$ cat src/rtl/uart_tx_fifo.sv
// ============================================================================
// uart_tx_fifo
//
// Buffered UART transmitter. Bytes are written into a small FIFO and sent as
// 8N1 frames (optionally 8E1/8O1), LSB first. Each bit lasts CLKS_PER_BIT
// cycles of txclk. Consecutive frames are sent with no idle gap for as long
// as the FIFO has data and tx_enable is high.
//
// Parameters
//   CLKS_PER_BIT  txclk cycles per serial bit (2..65535)
//   FIFO_DEPTH    FIFO entries, power of 2 in 2..16
//   PARITY_EN     1 inserts a parity bit between data bit 7 and the stop bit
//   PARITY_ODD    0 = even parity, 1 = odd parity (only used if PARITY_EN)
//
// Ports
//   txclk         clock, all logic on the rising edge
//   reset_n       asynchronous active-low reset
//   ld_tx_data    write strobe, pushes tx_data every cycle it is high
//   tx_data       byte to push
//   tx_enable     permits starting new frames
//   clr_over_run  clears tx_over_run
//   tx_out        serial line, idles high
//   tx_full       FIFO holds FIFO_DEPTH entries
//   tx_empty      FIFO empty and FSM idle
//   tx_busy       FSM not idle
//   tx_count      FIFO occupancy 0..FIFO_DEPTH
//   tx_over_run   sticky, set when a write is dropped because FIFO is full
//
// state    | meaning
// ---------+--------------------------------------------------------------
// S_IDLE   | line high, waiting for tx_enable and a byte in the FIFO
// S_START  | start bit, line low for one bit time
// S_DATA   | data bits 0..7, line = shift_q[0]
// S_PARITY | parity bit of the popped byte (only when PARITY_EN)
// S_STOP   | stop bit, line high; may chain straight into the next START
// ============================================================================
module uart_tx_fifo #(
    parameter int unsigned CLKS_PER_BIT = 16,
    parameter int unsigned FIFO_DEPTH   = 8,
    parameter bit          PARITY_EN    = 1'b0,
    parameter bit          PARITY_ODD   = 1'b0
) (
    input  logic       txclk,
    input  logic       reset_n,
    input  logic       ld_tx_data,
    input  logic [7:0] tx_data,
    input  logic       tx_enable,
    input  logic       clr_over_run,
    output logic       tx_out,
    output logic       tx_full,
    output logic       tx_empty,
    output logic       tx_busy,
    output logic [4:0] tx_count,
    output logic       tx_over_run
);

    localparam int unsigned       BAUD_W    = $clog2(CLKS_PER_BIT);
    localparam int unsigned       PTR_W     = $clog2(FIFO_DEPTH);
    localparam logic [BAUD_W-1:0] BAUD_LAST = BAUD_W'(CLKS_PER_BIT - 1);
    localparam logic [4:0]        DEPTH_CNT = 5'(FIFO_DEPTH);

    typedef enum logic [2:0] {
        S_IDLE   = 3'd0,
        S_START  = 3'd1,
        S_DATA   = 3'd2,
        S_PARITY = 3'd3,
        S_STOP   = 3'd4
    } state_t;

    // ------------------------------------------------------------------
    // Registers
    // ------------------------------------------------------------------
    state_t            state_q,    state_d;
    logic [BAUD_W-1:0] baud_q,     baud_d;
    logic [2:0]        bit_idx_q,  bit_idx_d;
    logic [7:0]        shift_q,    shift_d;
    logic              par_q,      par_d;
    logic              tx_out_q,   tx_out_d;

    logic [7:0]        mem_q [FIFO_DEPTH];
    logic [PTR_W-1:0]  wr_ptr_q,   wr_ptr_d;
    logic [PTR_W-1:0]  rd_ptr_q,   rd_ptr_d;
    logic [4:0]        count_q,    count_d;
    logic              over_run_q, over_run_d;

    logic              full_q;
    logic              empty_q;
    logic              busy_q;

    // ------------------------------------------------------------------
    // Common terms
    // ------------------------------------------------------------------
    logic       push;
    logic       pop;
    logic       has_data;
    logic       bit_end;
    logic [7:0] head;
    logic       head_par;

    // full_q is the registered view of count_q == FIFO_DEPTH, so a write is
    // judged against the occupancy at the start of the cycle; a pop in the
    // same cycle does not rescue it.
    assign push     = ld_tx_data && !full_q;
    assign has_data = (count_q != 5'd0);
    assign bit_end  = (baud_q == BAUD_LAST);
    assign head     = mem_q[rd_ptr_q];
    // Parity is captured from the byte at pop time, before it is shifted out.
    assign head_par = (^head) ^ PARITY_ODD;

    // ------------------------------------------------------------------
    // Transmit FSM next state. tx_out_d is the line value for the state
    // being entered, so tx_out is a plain register with no input-to-output
    // combinational path.
    // ------------------------------------------------------------------
    always_comb begin
        state_d   = state_q;
        baud_d    = baud_q;
        bit_idx_d = bit_idx_q;
        shift_d   = shift_q;
        par_d     = par_q;
        tx_out_d  = tx_out_q;
        pop       = 1'b0;

        unique case (state_q)
            S_IDLE: begin
                tx_out_d = 1'b1;
                if (tx_enable && has_data) begin
                    pop      = 1'b1;
                    state_d  = S_START;
                    baud_d   = '0;
                    shift_d  = head;
                    par_d    = head_par;
                    tx_out_d = 1'b0;
                end
            end

            S_START: begin
                if (bit_end) begin
                    state_d   = S_DATA;
                    baud_d    = '0;
                    bit_idx_d = 3'd0;
                    tx_out_d  = shift_q[0];
                end else begin
                    baud_d = baud_q + 1'b1;
                end
            end

            S_DATA: begin
                if (bit_end) begin
                    baud_d  = '0;
                    shift_d = {1'b0, shift_q[7:1]};
                    if (bit_idx_q == 3'd7) begin
                        if (PARITY_EN) begin
                            state_d  = S_PARITY;
                            tx_out_d = par_q;
                        end else begin
                            state_d  = S_STOP;
                            tx_out_d = 1'b1;
                        end
                    end else begin
                        bit_idx_d = bit_idx_q + 3'd1;
                        tx_out_d  = shift_q[1];
                    end
                end else begin
                    baud_d = baud_q + 1'b1;
                end
            end

            S_PARITY: begin
                if (bit_end) begin
                    state_d  = S_STOP;
                    baud_d   = '0;
                    tx_out_d = 1'b1;
                end else begin
                    baud_d = baud_q + 1'b1;
                end
            end

            S_STOP: begin
                if (bit_end) begin
                    baud_d = '0;
                    // Chain into the next frame without an idle bit.
                    if (tx_enable && has_data) begin
                        pop      = 1'b1;
                        state_d  = S_START;
                        shift_d  = head;
                        par_d    = head_par;
                        tx_out_d = 1'b0;
                    end else begin
                        state_d  = S_IDLE;
                        tx_out_d = 1'b1;
                    end
                end else begin
                    baud_d = baud_q + 1'b1;
                end
            end

            default: begin
                state_d  = S_IDLE;
                baud_d   = '0;
                tx_out_d = 1'b1;
            end
        endcase
    end

    // ------------------------------------------------------------------
    // FIFO bookkeeping and overrun flag
    // ------------------------------------------------------------------
    always_comb begin
        count_d  = count_q;
        wr_ptr_d = wr_ptr_q;
        rd_ptr_d = rd_ptr_q;

        if (push && !pop) begin
            count_d = count_q + 5'd1;
        end else if (!push && pop) begin
            count_d = count_q - 5'd1;
        end

        // Depth is a power of two, so pointers wrap naturally.
        if (push) begin
            wr_ptr_d = wr_ptr_q + 1'b1;
        end
        if (pop) begin
            rd_ptr_d = rd_ptr_q + 1'b1;
        end

        // Set has priority over clear.
        over_run_d = over_run_q;
        if (clr_over_run) begin
            over_run_d = 1'b0;
        end
        if (ld_tx_data && full_q) begin
            over_run_d = 1'b1;
        end
    end

    // ------------------------------------------------------------------
    // State, datapath and registered status outputs
    // ------------------------------------------------------------------
    always_ff @(posedge txclk or negedge reset_n) begin
        if (!reset_n) begin
            state_q    <= S_IDLE;
            baud_q     <= '0;
            bit_idx_q  <= 3'd0;
            shift_q    <= 8'h00;
            par_q      <= 1'b0;
            tx_out_q   <= 1'b1;
            wr_ptr_q   <= '0;
            rd_ptr_q   <= '0;
            count_q    <= 5'd0;
            over_run_q <= 1'b0;
            full_q     <= 1'b0;
            empty_q    <= 1'b1;
            busy_q     <= 1'b0;
        end else begin
            state_q    <= state_d;
            baud_q     <= baud_d;
            bit_idx_q  <= bit_idx_d;
            shift_q    <= shift_d;
            par_q      <= par_d;
            tx_out_q   <= tx_out_d;
            wr_ptr_q   <= wr_ptr_d;
            rd_ptr_q   <= rd_ptr_d;
            count_q    <= count_d;
            over_run_q <= over_run_d;
            full_q     <= (count_d == DEPTH_CNT);
            empty_q    <= (count_d == 5'd0) && (state_d == S_IDLE);
            busy_q     <= (state_d != S_IDLE);
        end
    end

    // Storage needs no reset: pointers and count define what is valid.
    always_ff @(posedge txclk) begin
        if (push) begin
            mem_q[wr_ptr_q] <= tx_data;
        end
    end

    assign tx_out      = tx_out_q;
    assign tx_full     = full_q;
    assign tx_empty    = empty_q;
    assign tx_busy     = busy_q;
    assign tx_count    = count_q;
    assign tx_over_run = over_run_q;

endmodule

$ cat config.mk
export PLATFORM = sky130hd
export DESIGN_NAME = uart_tx_fifo
export DESIGN_NICKNAME = d
export VERILOG_FILES = /design/src/rtl/uart_tx_fifo.sv
export SDC_FILE = /design/constraint.sdc
export NUM_CORES = 1
export LEC_CHECK = 0
export BUFFER_PORTS_ARGS = -buffer_cell sky130_fd_sc_hd__buf_2
export CORE_UTILIZATION = 45
export CTS_CLUSTER_DIAMETER = 120
export CTS_CLUSTER_SIZE = 10
export DETAILED_ROUTE_END_ITERATION = 6
export PLACE_DENSITY = 0.67
export SLEW_MARGIN = 20
export SYNTH_ARGS = -nofsm -noshare
export SYNTH_HDL_FRONTEND = slang
export SYNTH_SLANG_ARGS = --single-unit
$ cat constraint.sdc
create_clock -name txclk -period 2.6 [get_ports txclk]
set_input_delay 0.52 -clock txclk [delete_from_list [all_inputs] [get_ports txclk]]
set_output_delay 0.52 -clock txclk [all_outputs]
set_load 0.03 [all_outputs]
**Word-level counts from Yosys, hierarchy flattened**

Memory sizes are Yosys's and may differ from the RTL's.
Cells that the tools add are included.
Widths: inputs -> output; s select.

- $add $sub $neg: 6
- Eq/ne operators: 13
- Bitwise logic cells: 0
- Order comparisons: 0
- Multiply operators: 0
- Reductions and logical operators: 21
- Multiplexer cells: 35
- Shift operators: 0
- Divide/modulo/power cells: 0

Operator list:

| kind | count |
|---|---|
| $mux 3 | 9 |
| $mux 8 | 3 |
| $pmux 8 s3 | 1 |
| $pmux 3 s5 | 1 |
| $mux 1 | 13 |
| $ne 2x2->1 const B | 6 |
| $mux 5 | 2 |
| $add 3x1->3 const B | 3 |
| $mux 4 | 2 |
| $pmux 4 s2 | 1 |
| $reduce_and 4->1 | 2 |
| $eq 3x2->1 const B | 2 |
| $eq 3x3->1 const B | 2 |
| $logic_and 1x1->1 | 6 |
| $logic_not 3->1 | 2 |
| $pmux 3 s2 | 1 |
| $reduce_bool 3->1 | 2 |
| $add 5x1->5 const B | 1 |
| $eq 5x4->1 const B | 1 |
| $logic_not 5->1 | 1 |
| $pmux 1 s5 | 1 |
| $reduce_bool 5->1 | 1 |
| $sub 5x1->5 const B | 1 |
| $add 4x1->4 const B | 1 |
| 7 further kinds | 10 |

- Memory bits (read-only): 0
- Latch bits: 0
- Bits in registers: 34
- Output and inout port bits: 10
- Memory bits (writable): 64
- Bits of input ports: 13
- Memories kept: 1

Memory list:

| name | depth | width | rd ports | clocked after Yosys merged registers in | write ports | RTL line | text |
|---|---|---|---|---|---|---|---|
| mem_q | 8 | 8 | 1 | 0 | 1 | 80 | `logic [7:0] mem_q [FIFO_DEPTH];` |

**Logic depth before layout (Yosys ltp)**

Gate-level depths: netlist of the first run.

- Depth in word-level cells: 10
- Mapped depth: 9

**Worst setup path after synthesis of the first run**

Ideal clock, no wire load.

- Kind: register -> register
- From: reg count_q[0], in the netlist tx_count[0]
- To: reg full_q, in the netlist tx_full
- Data required time: 2480 ps
- Clock period less this slack: 2239 ps
- Buffers on the path: 0
- Stages on the path, launching flop included: 8
- Setup time: 120 ps
- Path slack: 361 ps
- Arrival: 2119 ps
- Cell sequence: dfrtp_1 -> inv_1 -> ha_1 -> or4b_4 -> o2111a_4 -> xnor2_1 -> a211o_1 -> and4_1

- Word-level cells in the longest chain between the ends: 9
- Elaborated cells between the ends (all ways): 13
- Those cells by class: add/sub (2); eq/ne (1); mux (5); reduce/logical (5)

Ends and longest elaborated chain:

| what | RTL line | text |
|---|---|---|
| start: declaration | 83 | `logic [4:0] count_q, count_d;` |
| start signal: assignment | 265 | `count_q <= count_d;` |
| $reduce_bool 5->1 | 104 | `assign has_data = (count_q != 5'd0);` |
| $logic_and 1x1->1 | 127, 183 |  |
| $mux 1 | 127, 183 |  |
| $mux 1 | 180 | `if (bit_end) begin` |
| $pmux 1 s2 | 124 | `unique case (state_q)` |
| $logic_and 1x1->1 or $logic_not 1->1 (tied branches) | 216, 214 |  |
| $mux 5 or $logic_and 1x1->1 (tied branches) | 216, 214 |  |
| $mux 5 (*) | 214 | `if (push && !pop) begin` |
| $eq 5x4->1 (*) | 267 | `full_q <= (count_d == DEPTH_CNT);` |
| end signal: assignment | 267 |  |
| end: declaration | 86 | `logic full_q;` |

Every way passes the cells marked *; elsewhere a longest branch is shown, timed or not.
A chain may end at the register's enable or synchronous reset.

**Worst setup path after layout of the first run**

Ends and elaborated chain as after synthesis.

==> key figures, run 1 <==
Finish
  – Fraction of layout cells with a size suffix above 1: 0.257
  – Cell area after layout: 0.00467 mm^2
  – Fillers: 788
  – # diodes: 0
  – Most frequent cells in the layout: edfxtp_1 (64), dfrtp_1 (32), nand2_1 (25)
  – # nets final: 335
  – Register area: 0.00278 mm^2
  – Footprint of the multi-input gates: 0.00136 mm^2
  – Area Overhead vs Synth: 10.3%
  – Most common cell after layout, fill and taps aside: edfxtp_1

Yosys
  – Synth Cell Area: 0.00424 mm^2
  – Synth Area in Simple Gates: 0.0886
  – Post-synthesis async set-or-reset flop share: 0.347
  – Post-Synth Adder-Cell Area: 0.0236
  – Ys Warns: 0
  – Mux contribution to synthesized area: 0.114
  – Post-synthesis compound-gate area fraction: 0.0733
  – Top FF cell, synth: edfxtp_1
  – Number of synthesized flops with an enable pin: 64
  – Sequential area share after synthesis: 0.655
  – Synth top area share: 0.454
  – Netlist cell types: 50
  – Largest family of logic cells by synthesized area: multiplexers
  – XOR/XNOR Fraction of Synth Area: 0.0207
  – Syn_area_per_cell: 14.9 um^2
  – Area leader, netlist: edfxtp_1
  – Synth area leaders: edfxtp_1 (45%), dfrtp_1 (19%), mux4_2 (8.5%), mux2_2 (2.4%), ha_1 (2.4%)
  – Syn Nets: 305
  – Mapped Cells: 284
  – Register bit total from synthesis: 98

Setup path
  – CP endpoint kind: register
  – Crit start category: register
  – CP Data Required Time: 2.86 ns
  – Crit path DAT: 2.53 ns
  – CP Max Fanout: 22
  – Cells on worst reg2reg path: 7
  – Crit Path Class: register to register

STA
  – RSZ-0062 raised after global routing: false
  – Final setup viols: 0
  – Minimum clock period: 2.27 ns
  – Peak Freq: 441 MHz
  – Max-Slew Margin vs Limit: 0.486
  – Period utilization: 0.872
  – Final TNS setup: 0 ns
  – Fin Clk Skew: 0.0119 ns
  – Slew Limit Fails: 0
  – Worst-margin pin slew: 0.771 ns
  – Endpoints failing hold: 0

Floorplan
  – Initial Utilization: 0.461
  – Die Wd: 99.0 um
  – Core area: 0.00920 mm^2
  – DIE AREA: 0.00980 mm^2
  – Die height: 99.0 um
  – Io pins: 23
  – Row cnt: 35

CTS
  – Clock sinks: 98
  – Cts-stage hold buffer count: 0
  – Post-CTS Setup Repair Bufs: 0
  – Htree depth: 3
  – CTS Buf Count: 9
  – Worst-path clk slew: 0.10 ns
  – Clock Latency Late Sink: 0.36 ns
  – Clock root buffer master: clkbuf_8
  – CTS resizes: 0
  – TritonCTS clock tree: built
  – Clk buf depth: 2

GRT
  – Antenna violations before repair: 0
  – Grt met1 use: 0.223
  – First-pass GRT wire length: 12.1 mm
  – GR Util met3: 0.0426
  – Top Usage Layer GRT: met2
  – GRT Residual Overflow: 0
  – Vias in the first global route: 2,322
  – Gr usage total: 0.166
  – GR met2 Demand/Resource: 0.270
  – Largest net degree at the start of global routing: 35

Drt
  – DRC Markers: 0
  – Detailed-router iteration count before antenna repair: 4
  – Final WL: 7.34 mm
  – DR WL/cell: 17.1 um
  – Initial DRC count: 90
  – Vias after detailed routing: 2,391
  – Post-route ant nets: 0
  – Via density: 5.56

Placed design
  – Placed instance area: 0.00448 mm^2
  – Placer Congestion: 0.795
  – DP HPWL: 4.73 mm
  – Port bufs: 22

Power
  – Pleak: 0.00173 uW
  – PD cells: 1060 mW/mm^2
  – Maximum vdd drop: 0.000442 V

Job
  – Max Cap Viol: 0

Worst hold path
  – HP Class: input port to async pin

Run status
  – Status: completed
cell usage after synthesis (2+ instances only):
cell type / instances
o32ai_1: 3
a21oi_1: 10
mux2_2: 9
nand2_1: 25
clkbuf_1: 6
nor4_1: 3
nor2_1: 12
dfrtp_1: 32
a22o_1: 2
a31oi_1: 2
xnor2_1: 8
o31ai_1: 2
xor2_1: 2
nand3_1: 8
o21ai_0: 10
nor2b_1: 3
mux2i_1: 2
edfxtp_1: 64
buf_2: 3
ha_1: 8
dfstp_2: 2
nand2b_1: 5
mux4_2: 16
and3_1: 3
inv_1: 8
nor3_2: 2
nor3_1: 5
o22ai_1: 7
final cells by class:
type                            count  share of cell area
Sequential cell                    98               0.594
Multi-Input combinational cell    165               0.290
Timing Repair Buffer               32              0.0397
Tap cell                          111              0.0297
Clock buffer                        9              0.0265
Clock inverter                      7              0.0131
Inverter                            8             0.00643
report_power, final:
group	total [uW]	leakage [uW]	switching (uW)	internal, uW
logic	1670	0.000634	873	798
registers	2370	0.00100	335	2030
clock network	918	0.0000953	552	366
kinds of logic (layout without fill, tap and decap cells):
| logic type | after synthesis | after routing |
|---|---|---|
| buf+inv | 21 | 56 |
| simple gates | 74 | 74 |
| mux | 27 | 27 |
| fa+ha+maj | 8 | 8 |
| compound gates | 46 | 46 |
| xor+xnor | 10 | 10 |
| flops | 98 | 98 |
path summary, 6_finish.rpt:
kind / slack [ns] / startpoint / to
min in group txclk: 0.35 / clr_over_run / tx_over_run
setup / recovery: 0.33 / tx_count[0] / tx_full
hold reg to reg: 0.50 / shift_q[4] / shift_q[4]
max in group asynchronous: 1.90 / reset_n / wr_ptr_q[0]
setup reg to reg: 0.33 / tx_count[0] / tx_full
hold / removal: 0.21 / reset_n / bit_idx_q[2]
flip-flops by register name, summed over array words and instances, names as in the netlist:
name         count
wr_ptr_q         3
state_q          3
shift_q          8
mem_q           64
rd_ptr_q         3
tx_out           1
baud_q           4
tx_count         5
tx_busy          1
bit_idx_q        3
tx_over_run      1
tx_full          1
tx_empty         1
critical path: stages (launching register included):
cell and delay (ns):
dfrtp_1 0.44, inv_1 0.14, ha_1 0.15, or4b_4 0.47
o2111a_4 0.26, xnor2_1 0.19, a211o_1 0.33, and4_1 0.20
metrics by stage:
step	util	total power, uW	cells	setup slack [ns]	hold slack, ns
CTS	0.508	5020	430	0.320	0.221
floorplan	-	3640	284	0.361	0.224
finish	0.508	4960	430	0.334	0.210
detailed placement	0.488	4100	414	0.328	0.479
global route	0.508	5280	430	0.118	0.262
global placement	0.488	4050	414	0.352	0.463
metal layers:
layer | part of all wire | up-vias
met3 | 0.046 | 7
met2 | 0.47 | 58
met1 | 0.48 | 1178
li1 | - | 1148
met4 | 0.0095 | 0
met5 | 0 | -
Note: power is estimated with default switching activity, not from simulation.
==> run 2, diff against run 1 <==
PLACE_DENSITY = 0.69   (was 0.67)
clock period = 2.02 ns   (was 2.6 ns; I/O delays follow)
==> run 2 against run 1 <==
Against the previous run: the flow now finishes with violations (setup timing); die area unchanged; sequential power increased by 24%; first-iteration DRC count grew 38%; highest routed layer unchanged.
==> key figures, run 2 (same netlist as run 1, synthesis figures left out) <==
GRT
  – Vias in the first global route: 2,539 (+9.3%)
  – GRT Residual Overflow: 0 (unchanged)
  – Gr usage total: 0.175 (+0.00940)
  – Largest net degree at the start of global routing: 35 (unchanged)
  – Antenna violations before repair: 0 (unchanged)
  – Grt met1 use: 0.207 (-0.0158)
  – Top Usage Layer GRT: met2
  – First-pass GRT wire length: 12.7 mm (+5.3%)
  – GR Util met3: 0.0298 (-0.0128)
  – GR met2 Demand/Resource: 0.322 (+0.0516)

CTS
  – Clk buf depth: 2 (unchanged)
  – Clock root buffer master: clkbuf_8
  – Cts-stage hold buffer count: 0 (unchanged)
  – TritonCTS clock tree: built
  – Htree depth: 3 (unchanged)
  – Clock sinks: 98 (unchanged)
  – CTS Buf Count: 9 (unchanged)
  – Worst-path clk slew: 0.10 ns (about the same)
  – Clock Latency Late Sink: 0.35 ns (about the same)

Finish
  – Most frequent cells in the layout: edfxtp_1 (64), dfrtp_1 (30), buf_4 (23)
  – # diodes: 0 (unchanged)
  – Final Util: 0.538 (+0.0301)
  – Cell area after layout: 0.00495 mm^2 (+5.9%)
  – Area Overhead vs Synth: 16.8%
  – Non-filler cells, final: 449 (+4.4%)
  – Number of flip-flops in the largest register: 64 (unchanged)
  – Register area: 0.00278 mm^2 (about the same)
  – Largest reg by FF count: mem_q
  – Most common cell after layout, fill and taps aside: edfxtp_1
  – Fraction of layout cells with a size suffix above 1: 0.352 (+0.0950)
  – Fillers: 745 (-5.5%)
  – Footprint of the multi-input gates: 0.00144 mm^2 (+6.5%)
  – # nets final: 354 (+5.7%)

Worst hold path
  – HP Class: input port to async pin

Drt
  – Initial DRC count: 124 (+38%)
  – Post-route ant nets: 0 (unchanged)
  – Vias after detailed routing: 2,515 (+5.2%)
  – DRC Markers: 0 (unchanged)
  – Via density: 5.60 (+0.74%)
  – Detailed-router iteration count before antenna repair: 4 (unchanged)
  – Final WL: 7.84 mm (+6.7%)
  – DR WL/cell: 17.5 um (+2.2%)

Setup path
  – CP Data Required Time: 2.27 ns (-0.59 ns)
  – Reg2reg start: tx_count[0]
  – Cells on worst reg2reg path: 7 (unchanged)
  – Slowest stage cell, crit path: or4b_4
  – CP Max Fanout: 5 (-77%)
  – WP buf/inv: 1 (unchanged)
  – Crit Path Class: register to register
  – Max incr delay on CP: 0.48 ns (about the same)
  – CP endpoint kind: register
  – CP delay by family, top: simple AND/OR/NAND/NOR gates
  – Worst-path cell chain: inv_2, ha_4, or4b_4, o2111a_4, and4_4, a211o_1, and4_1
  – Crit start category: register
  – R2r setup slk: -0.03 ns (-0.36 ns)
  – Crit path DAT: 2.30 ns (-0.23 ns)
  – CP startpoint: tx_count[0]
  – Reg2Reg Capture Point: tx_full

STA
  – RSZ-0062 raised after global routing: true
  – WHS: 0.122 ns (-0.0886 ns)
  – Endpoints failing hold: 0 (unchanged)
  – Worst-margin pin slew: 0.774 ns (+0.00318 ns)
  – Fin Clk Skew: 0.0128 ns (+0.000926 ns)
  – Final WS setup: -0.0272 ns (-0.361 ns)
  – Slew Limit Fails: 0 (unchanged)
  – Final setup viols: 4 (+4)
  – Minimum clock period: 2.05 ns (-0.219 ns)
  – Peak Freq: 488 MHz (+11%)
  – Period utilization: 1.01 (+0.142)
  – Max-Slew Margin vs Limit: 0.484 (-0.00212)

Placed design
  – Placed instance area: 0.00466 mm^2 (+3.9%)
  – Port bufs: 22 (unchanged)
  – DP HPWL: 4.90 mm (+3.6%)
  – Placer Congestion: 0.810 (+1.9%)
  – Post-Place Cells: 431 (+4.1%)

Floorplan
  – Die Wd: 99.0 um (unchanged)
  – Initial Utilization: 0.461 (unchanged)
  – Core area: 0.00920 mm^2 (unchanged)
  – Io pins: 23 (unchanged)
  – Row cnt: 35 (unchanged)
  – DIE AREA: 0.00980 mm^2 (unchanged)
  – Die height: 99.0 um (unchanged)

Run status
  – Failing checks: setup timing
  – Status: complete, but fails checks

Job
  – Max Cap Viol: 0 (unchanged)

Power
  – Maximum vdd drop: 0.000562 V (+27%)
  – Pleak: 0.00185 uW (+6.7%)
  – PD cells: 1370 mW/mm^2 (+29%)
## run 2: cell count changes in the layout (fill, tap and decap cells not counted), moves of 2 or more
cell,before,now
clkinv_4,3,1
buf_12,0,3
inv_1,8,6
dfrtp_1,32,30
nand2_2,0,3
o21ai_2,0,3
dfrtp_2,0,2
nand2_4,0,2
o21ai_0,10,6
nand2_1,25,20
buf_4,10,23
inv_2,0,2
## run 2: routing by layer
| layer | share of wire | vias to the layer above |
|---|---|---|
| li1 | - | 1191 |
| met1 | 0.43 | 1260 |
| met2 | 0.52 | 56 |
| met3 | 0.038 | 8 |
| met4 | 0.011 | 0 |
| met5 | 0 | - |
## run 2: repair_timing
| item | CTS | global route |
|---|---|---|
| gates cloned | 1 | 1 |
| setup buffers | 1 | 0 |
| pin swaps | 1 | 6 |
| resized for setup | 2 | 21 |
| endpoints found under the setup margin | 2 | 13 |
## run 2: stage by stage
step / setup TNS, ns / power (uW) / setup WS [ns]
3_3_place_gp: 0 / 5480 / 0.0150
2_1_floorplan: -0.180 / 4700 / -0.0959
5_1_grt: -1.09 / 7230 / -0.139
4_1_cts: -0.0249 / 6720 / -0.0249
6_report: -0.0609 / 6800 / -0.0272
3_5_place_dp: -0.0339 / 5550 / -0.0339
## run 2: cell type report
class,instances,area share
inverter,8,0.00607
tap,111,0.0281
timing repair buffer,50,0.0767
multi-input combinational,166,0.292
sequential,98,0.562
clock buffer,10,0.0258
clock inverter,6,0.0101
## run 2: report_power, final
part	leakage, uW	switching [uW]	internal, uW
clock network	0.0000853	674	465
logic	0.000762	1370	1340
registers	0.00100	326	2620
total	0.00185	2370	4430
## run 2: how the worst max path moves through the flow
| stage | to | slack (ns) | cells past startpoint |
|---|---|---|---|
| global route | shift_q[7] | -0.14 | 10 |
| detailed placement | tx_full | -0.03 | 7 |
| global placement | tx_full | 0.02 | 7 |
| finish | tx_full | -0.03 | 7 |
| CTS | tx_full | -0.02 | 7 |
| floorplan | tx_full | -0.1 | 7 |
==> run 3, diff against run 2 <==
PLACE_DENSITY = unset   (was 0.69)
TNS_END_PERCENT = 10   (was unset)
==> run 3 against run 2 <==
Against the previous run: the flow still finishes with violations (setup timing); count of clock-buffer cells in the layout is the same; global-route usage up 0.71 points; worst setup slack got worse by 0.018 ns; clock skew up 0.0060 ns; sequential share of layout area grew 0.071 points; non-clock buffer count rose by 6; largest cell class unchanged.
==> key figures, run 3 (same netlist as run 1, synthesis figures left out) <==
Drt
  – Via density: 5.58 (-0.31%)
  – Wire length on met3: 203 um (-31%)
  – Final WL: 7.99 mm (+1.9%)
  – Detailed-router iteration count before antenna repair: 4 (unchanged)
  – Post-Route M1 WL: 3.89 mm (+16%)
  – Highest routed layer: met4
  – DR WL/cell: 17.6 um (+0.79%)
  – DRC Markers: 0 (unchanged)
  – Vias after detailed routing: 2,535 (+0.80%)
  – Initial DRC count: 108 (-13%)
  – Post-route ant nets: 0 (unchanged)
  – Met2 Routed Length: 3.77 mm (-7.7%)

CTS
  – Htree depth: 3 (unchanged)
  – Clock sinks: 98 (unchanged)
  – CTS Buf Count: 9 (unchanged)
  – Cts-stage hold buffer count: 0 (unchanged)
  – Clk buf depth: 2 (unchanged)
  – Worst-path clk slew: 0.10 ns (about the same)
  – TritonCTS clock tree: built
  – Clock root buffer master: clkbuf_8
  – Clock Latency Late Sink: 0.36 ns (about the same)

Floorplan
  – Core area: 0.00920 mm^2 (unchanged)
  – Die Wd: 99.0 um (unchanged)
  – Io pins: 23 (unchanged)
  – Initial Utilization: 0.461 (unchanged)
  – Row cnt: 35 (unchanged)
  – Die height: 99.0 um (unchanged)
  – DIE AREA: 0.00980 mm^2 (unchanged)

Finish
  – Fraction of layout cells with a size suffix above 1: 0.344 (-0.00805)
  – Non-filler cells, final: 454 (+1.1%)
  – # nets final: 360 (+1.7%)
  – Largest reg by FF count: mem_q
  – Area Overhead vs Synth: 16.6%
  – Most common cell after layout, fill and taps aside: edfxtp_1
  – Most frequent cells in the layout: edfxtp_1 (64), buf_4 (31), dfrtp_1 (30)
  – # diodes: 0 (unchanged)
  – Final Util: 0.537 (-0.000680)
  – Number of flip-flops in the largest register: 64 (unchanged)

Setup path
  – Crit Path Class: register to register
  – Crit path DAT: 2.35 ns (+0.05 ns)
  – Crit start category: register
  – CP Max Fanout: 5 (unchanged)
  – CP Data Required Time: 2.30 ns (+0.03 ns)
  – CP endpoint kind: register

Placed design
  – Post-Place Cells: 433 (+0.46%)
  – Placer Congestion: 0.786 (-3.0%)
  – DP HPWL: 5.09 mm (+3.8%)
  – Port bufs: 22 (unchanged)

Run status
  – Status: complete, but fails checks
  – Failing checks: setup timing

Power
  – Pleak: 0.00186 uW (+0.51%)
  – PD cells: 1380 mW/mm^2 (+0.61%)
  – Maximum vdd drop: 0.000652 V (+16%)
  – Pwr Total: 6830 uW (+0.48%)

GRT
  – First-pass GRT wire length: 13.2 mm (+4.1%)
  – Largest net degree at the start of global routing: 35 (unchanged)
  – Antenna violations before repair: 0 (unchanged)
  – Gr usage total: 0.182 (+0.00713)
  – Vias in the first global route: 2,541 (+0.079%)
  – GRT Residual Overflow: 0 (unchanged)

STA
  – WHS: 0.118 ns (-0.00387 ns)
  – Peak Freq: 484 MHz (-0.89%)
  – Max-Slew Margin vs Limit: 0.479 (-0.00442)
  – Slew Limit Fails: 0 (unchanged)
  – Fin Clk Skew: 0.0188 ns (+0.00600 ns)
  – Final setup viols: 3 (-1)
  – Period utilization: 1.02 (+0.00914)
  – Minimum clock period: 2.07 ns (+0.0185 ns)
  – Final WS setup: -0.0457 ns (-0.0185 ns)
  – RSZ-0062 raised after global routing: true
  – Endpoints failing hold: 0 (unchanged)
  – Worst-margin pin slew: 0.781 ns (+0.00663 ns)

Worst hold path
  – HP Class: input port to async pin

Job
  – Max Cap Viol: 0 (unchanged)
-- run 3: cell types whose count changed in the layout (fill, tap and decap cells not counted), sizes merged --
| cell | change |
|---|---|
| inv | -1 |
| buf | +7 |
| clkbuf | -1 |
-- run 3: worst max-delay path: stages, from the launching register on --
cell and delay [ns]:
dfrtp_2 0.42, inv_2 0.08, ha_4 0.13, or4b_4 0.47, o2111a_4 0.20, mux2i_2 0.28, xnor2_2 0.18, nand3_1 0.12
nor3_2 0.11
-- run 3: path summary, 6_finish.rpt --
| kind | start | slack (ns) | end | cells past startpoint |
|---|---|---|---|---|
| worst max-delay path | tx_count[1] | -0.05 | tx_empty | 8 |
| worst min register to register | shift_q[0] | 0.48 | shift_q[0] | 2 |
| min in group txclk | clr_over_run | 0.22 | tx_over_run | 2 |
| worst max register to register | tx_count[1] | -0.05 | tx_empty | 8 |
| worst min-delay path | reset_n | 0.12 | shift_q[7] | 1 |
| max in group asynchronous | reset_n | 1.36 | tx_count[0] | 1 |
-- run 3: stage by stage --
step	setup TNS [ns]	cell area, um^2	setup slack [ns]
floorplan	-0.258	4240	-0.0959
finish	-0.0888	4940	-0.0457
detailed placement	-0.0427	4670	-0.0427
CTS	-0.0169	4900	-0.0169
global route	-0.697	4940	-0.148
global placement	0	4670	0.00902
-- run 3: layer usage --
metal,vias up,track usage
met4,0,0.0631
li1,1203,-
met1,1282,0.262
met2,39,0.280
met5,-,0
met3,11,0.0340
-- run 3: timing repair --
item | CTS | global route
buffers inserted | 3 | 2
gates cloned | 1 | 0
pin swaps | 4 | 7
resized for setup | 5 | 10
endpoints found under the setup margin | 2 | 14
-- run 3: layout make-up --
| cell class | count | area, um^2 |
|---|---|---|
| fill | 761 | 4260 |
| sequential | 98 | 2780 |
| multi-input combinational | 166 | 1420 |
| timing repair buffer | 56 | 403 |
| tap | 111 | 139 |
| clock buffer | 10 | 128 |
| clock inverter | 5 | 38.8 |
| inverter | 8 | 30.0 |
-- run 3: power breakdown --
part           internal (uW)  switching, uW
clock                    450            665
sequential              2620            318
combinational           1380           1400
total                   4450           2380
